--- config.mk ---
export PLATFORM = sky130hd
export DESIGN_NAME = blink128_dec_iter
export DESIGN_NICKNAME = d
export VERILOG_FILES = /design/src/rtl/blink128_dec_iter.sv
export SDC_FILE = /design/constraint.sdc
export NUM_CORES = 1
export LEC_CHECK = 0
export BUFFER_PORTS_ARGS = -buffer_cell sky130_fd_sc_hd__buf_2
export CELL_PAD_IN_SITES_DETAIL_PLACEMENT = 1
export CELL_PAD_IN_SITES_GLOBAL_PLACEMENT = 1
export CORE_ASPECT_RATIO = 1.4
export CORE_MARGIN = 3
export CORE_UTILIZATION = 38
export CTS_BUF_LIST = sky130_fd_sc_hd__clkbuf_4 sky130_fd_sc_hd__clkbuf_8
export CTS_CLUSTER_SIZE = 14
export DETAILED_ROUTE_END_ITERATION = 12
export PLACE_DENSITY = 0.83
export SLEW_MARGIN = 20
export SYNTH_ARGS = -nofsm -noshare
export SYNTH_HDL_FRONTEND = slang
export SYNTH_SLANG_ARGS = --single-unit
--- constraint.sdc ---
create_clock -name clk -period 2.8 [get_ports clk]
set_input_delay 0.56 -clock clk [delete_from_list [all_inputs] [get_ports clk]]
set_output_delay 0.56 -clock clk [all_outputs]
set_load 0.01 [all_outputs]
--- src/rtl/blink128_dec_iter.sv ---
// blink128_dec_iter: iterative 128-bit block decryptor, one inverse round per cycle,
// round keys fetched externally by index (last key first).
module blink128_dec_iter #(
  parameter int NROUNDS = 16
) (
  input  logic         clk,
  input  logic         rst_n,
  input  logic         in_valid,
  output logic         in_ready,
  input  logic [127:0] ciphertext,
  output logic [4:0]   rk_idx,
  input  logic [127:0] rk,
  output logic         out_valid,
  input  logic         out_ready,
  output logic [127:0] plaintext,
  output logic         busy
);
  typedef enum logic [1:0] {IDLE, RUN, DONE} state_t;
  // inverse of the 4-bit cell S-box, entry v held in bits [4v+3:4v]
  localparam logic [63:0] INV_SBOX = 64'hA970_364B_D21C_8FE5;
  state_t state, state_nx;
  logic [4:0] cnt;
  logic [127:0] st, sh, x, mk, y;
  logic last;
  // forward shuffle sends cell i to cell 5i mod 32, so pull it back from there
  for (genvar i = 0; i < 32; i++) begin : g_cell
    assign sh[4*i+:4] = st[4*((5*i)%32)+:4];
    assign y[4*i+:4]  = INV_SBOX[{mk[4*i+:4], 2'b00}+:4];
  end
  // undo the running XOR chain across the four 32-bit columns after removing the key
  assign x    = sh ^ rk;
  assign mk   = {x[127:96], x[95:64] ^ x[127:96], x[63:32] ^ x[95:64], x[31:0] ^ x[63:32]};
  assign last = cnt == 5'(NROUNDS - 1);
  always_ff @(posedge clk) begin
    if (!rst_n) begin
      state <= IDLE;
      cnt   <= '0;
      st    <= '0;
    end else begin
      state <= state_nx;
      if (state == IDLE && in_valid) begin
        st  <= ciphertext;
        cnt <= '0;
      end else if (state == RUN) begin
        st  <= y;
        cnt <= last ? cnt : cnt + 5'd1;
      end
    end
  end
  always_comb begin
    state_nx = state == IDLE ? (in_valid ? RUN : IDLE) :
               state == RUN  ? (last ? DONE : RUN) :
               state == DONE ? (out_ready ? IDLE : DONE) : IDLE;
  end
  assign in_ready  = rst_n && state == IDLE;
  assign busy      = rst_n && state == RUN;
  assign out_valid = rst_n && state == DONE;
  assign rk_idx    = busy ? 5'(NROUNDS - 1) - cnt : '0;
  assign plaintext = rst_n ? st : '0;
endmodule

* After elaboration in Yosys (flattened, before gate mapping)
Index checks and enable logic that the tools add are counted.
** Cells by class
- Add/sub/neg operators :: 2
- Multipliers :: 0
- Divide/modulo/power cells :: 0
- Magnitude comparators :: 0
- Equality and inequality tests :: 3
- Shifts and indexed selects :: 32
- Mux-type cells :: 10
- Bitwise gates (word level) :: 6
- Reductions and logical operators :: 8
** Operators by type and width (count)
- $shiftx A64 B7 Y4 const A :: 32
- $mux W128 :: 3
- $xor A128 B128 Y128 :: 1
- $xor A32 B32 Y32 :: 3
- $mux W2 :: 5
- $add A5 B1 Y5 const B :: 1
- $eq A5 B4 Y1 const B :: 1
- $mux W5 :: 1
- $sub A4 B5 Y5 const A :: 1
- $logic_and A1 B1 Y1 :: 4
- $eq A2 B1 Y1 const B :: 1
- $eq A2 B2 Y1 const B :: 1
- $logic_not A2 Y1 :: 1
- $not A1 Y1 :: 2
- $reduce_and A2 Y1 :: 1
- $reduce_bool A2 Y1 :: 1
- $reduce_or A2 Y1 :: 1
- $mux W1 :: 1
** Word-level totals
- Flip-flop bits (word level) :: 135
- Bits in latches :: 0
- Bits in writable memories :: 0
- Memory bits (read-only) :: 0
- Word-level logic and storage cells :: 64
- Memories kept :: 0

* Depth between registers and ports, before layout
- Depth after elaboration :: 5
- Mapped depth :: 9
- Mapped depth without buffers :: 9

* Worst setup path before layout
No wires, ideal clock.
- Kind :: input-to-output
- Start :: in in_valid
- End :: out rk_idx[4]
- Arrival time :: 1791 ps
- Data required time :: 2240 ps
- Path slack :: 449 ps
- Cell stages on the path :: 7
- Cells stage by stage :: o21bai_1 nor2_2 nand2_1 buf_2 inv_2 buf_2 and2_1
** RTL lines
- from (decl) :: line 8 : input logic in_valid,
- to (decl) :: line 11 : output logic [4:0] rk_idx,

* Final worst setup path
- Start :: reg st[12]
- End :: reg st[28]
** Between the ends
- Word-level cells in the longest chain between the ends :: 5
** Ends and longest elaborated chain
- from (decl) :: line 23 : logic [127:0] st, sh, x, mk, y;
- from (signal assigned) :: line 42 : st <= ciphertext;
- from (signal assigned) :: line 45 : st <= y;
- $xor A128 B128 Y128 :: line 31 : assign x = sh ^ rk;
- $xor A32 B32 Y32 :: line 32 : assign mk = {x[127:96], x[95:64] ^ x[127:96], x[63:32] ^ x[95:64], x[31:0] ^ x[63:32]};
- $shiftx A64 B7 Y4 :: line 28 : assign y[4*i+:4] = INV_SBOX[{mk[4*i+:4], 2'b00}+:4];
- $mux W128 :: line 44 : end else if (state == RUN) begin
- $mux W128 :: line 41 : if (state == IDLE && in_valid) begin
Every way passes these cells. The select of a mux whose other input is x is not followed.
A chain may end at the register's enable or synchronous reset.

==> results.toml <==
[routing]
drt_iter0_drc = 857
ant_nets = 0
wl_um = 54800
met2_length_um = 28200
wl_met3_um = 2780
drc_errors = 0
vias = 15000
vias_per_cell = 5.79
top_layer_used = "met5"
post_drt_wl_per_cell_um = 21.1
wl_met1_um = 21300
dr.pass1.iters = 4

[floorplanning]
die_w_um = 162
io_pins = 396
die-area_mm2 = 0.0365
core_mm2 = 0.0335
dieHeight_um = 225
start_util_pct = 38.8
num_rows = 79

[clock_network]
cts_resized = 0
cts_root_buf = "clkbuf_8"
postCtsSetupRepairBufs = 0
cts_htree_levels = 4
cts_made_buffers = 17
clkSinkCount = 135
clk_latency_ps = 510
clkTransAtPathRegs_ps = 100
cts_max_path_buffers = 2
cts_tree = "yes"
holdBufCountCts = 0

[critical_path]
worstPathCellList = "xnor2_1 > xnor2_1 > inv_2 > ha_1 > mux2_1 > o21ai_1 > a21oi_1 > a221o_1"
critical_path.max_stage_delay_ps = 490
reg2reg_depth = 8
endpoint_kind = "flop"
crit_required_ps = 3180
cp_common_cell = "xnor2_1"
path_class = "reg2reg"
worstPathArrival_ps = 2910
crit_fanout = 6
crit_path_top_delay_cell = "xnor2_1"
cp-start-kind = "flop"

[timing]
fin_crit_ps = 2530
fin_tns_setup_ps = 0
hold_viol = 0
post-route-period-util_pct = 90.4
clock_skew_ps = 23.7
worst_pin_slew_ps = 968
maxSlewViolCount = 0
setup_viol = 0
fmax_mhz = 395
rsz0062_at_grt = "no"
slew_headroom_pct = 35.0

[job]
drv_cap = 0

[layout]
final_cell_mix = "buf_2, xnor2_1, nand2_1"
multiInputGateArea_mm2 = 0.00984
drive_gt1_share_pct = 25.5
regArea_mm2 = 0.00270
nFillCells = 4368
fin_nets = 2420
area_growth_pct = 24.4
mostFrequentLayoutCell = "buf_2"

[synthesis]
syn-cell-area_mm2 = 0.0130
yosys_warnings = 0
synth.distinct_cells = 70
synth.avg_cell_area_um2 = 7.49
ys_seq_area_share_pct = 20.8
synth_nets = 2027
synthCells = 1734
synth.ff_latch_count = 135
async_flop_share_pct = 0
synth_flop_cell = "dfxtp_1"
synth-edff-count = 0

[hold_path]
worstHoldPathCells = 3
worstHoldPathType = "in2reg"

[power_and_ir_drop]
leakage_nw = 6.96
powerDensity_mw_per_mm2 = 1310
power.total_mw = 21.1
ir_worst_vdd_uv = 485

[placement]
place_congestion = 0.918
dpl.hpwl_um = 41500
portBuffers = 395

[global_routing]
grt_start_max_net_pins = 81
antenna_found_initial = 8
grtUsageTotal_pct = 28.9
grt_pass1_wl_um = 84000
grt_pass1_vias = 15500
overflow = 0

[outcome]
status = "finished, final reports clean"
[where the power goes]
part / internal (mW) / leakage (nW) / total, mW / switching [mW]
Clock: 0.845 / 0.196 / 1.74 / 0.895
Sequential: 2.65 / 1.12 / 3.48 / 0.825
Combinational: 6.30 / 5.65 / 15.9 / 9.58
[Yosys cell counts (6+ instances only)]
master | n | area (µm²)
o221ai_1 | 21 | 184
nor2_1 | 91 | 342
nand2b_1 | 11 | 68.8
o21ai_0 | 85 | 425
o311ai_1 | 6 | 52.6
a22o_1 | 14 | 123
dfxtp_1 | 135 | 2700
a211oi_1 | 10 | 75.1
inv_1 | 26 | 97.6
buf_2 | 7 | 35.0
a21boi_1 | 8 | 60.1
o21ai_1 | 67 | 335
xor2_1 | 57 | 499
a22oi_1 | 34 | 255
and3_1 | 12 | 75.1
mux2i_1 | 16 | 160
nand4_1 | 8 | 50.1
xnor2_2 | 24 | 390
o32ai_1 | 14 | 123
nand3_1 | 106 | 531
o211ai_1 | 55 | 413
nand2_1 | 172 | 646
or3_1 | 11 | 68.8
inv_2 | 18 | 67.6
nor3_1 | 35 | 175
ha_1 | 33 | 413
a31oi_1 | 13 | 81.3
xnor2_1 | 215 | 1880
and2_1 | 136 | 851
a221o_1 | 13 | 130
o31ai_1 | 19 | 143
clkbuf_1 | 72 | 270
a21oi_1 | 109 | 546
[state kept, by name, indices dropped and copies added, names as in the netlist]
register	count
st	128
cnt	5
state	2
[worst max-delay path, delay by kind of cell (launching register included)]
kind,cells,cell delay (ps)
AO/OA/AOI/OAI,3,530
adder cells (fa/ha/maj),1,360
buffers and inverters,1,150
multiplexers,1,300
XOR/XNOR,2,620
flip-flops,1,450
[layer usage]
metal | track usage (%) | up-vias
li1 | - | 7025
met1 | 32.1 | 7296
met2 | 52.9 | 535
met3 | 4.79 | 137
met4 | 14.7 | 2
met5 | 0 | -
[worst paths after layout]
check	start	to	slack (ps)
setup / recovery	st[12]$_SDFFE_PN0P_	st[28]$_SDFFE_PN0P_	270
hold / removal	ciphertext[58]	st[58]$_SDFFE_PN0P_	280
setup reg to reg	st[12]$_SDFFE_PN0P_	st[28]$_SDFFE_PN0P_	270
hold reg to reg	st[97]$_SDFFE_PN0P_	st[97]$_SDFFE_PN0P_	510
[final cells by class]
type,count,share of cell area [%]
timing repair buffer,455,15.4
multi-input combinational,1473,60.9
sequential,135,16.7
clock buffer,24,2.00
antenna,8,0.124
clock inverter,7,0.418
tap,445,3.44
inverter,45,1.04
[cells by family after synthesis]
group	synth area share [%]
AOI/OAI and AO/OA	26.0
xor gates and xnor gates	22.1
adders and majority gates	3.18
buffers and inverters	3.71
DFF	20.8
muxes	1.49
and+or+nand+nor	22.8
[through the flow]
stage / utilization (%) / hold slack, ps / instance area, µm² / worst slack, ps / cells
6_report: 48.2 / 275 / 16200 / 270 / 2592
5_1_grt: 48.2 / 264 / 16200 / 188 / 2591
4_1_cts: 48.2 / 238 / 16100 / 255 / 2584
3_5_place_dp: 47.0 / 505 / 15800 / 124 / 2553
3_3_place_gp: 47.0 / 491 / 15800 / 228 / 2553
2_1_floorplan: - / 456 / 13000 / 449 / 1734
(Power assumes the default switching activity.)
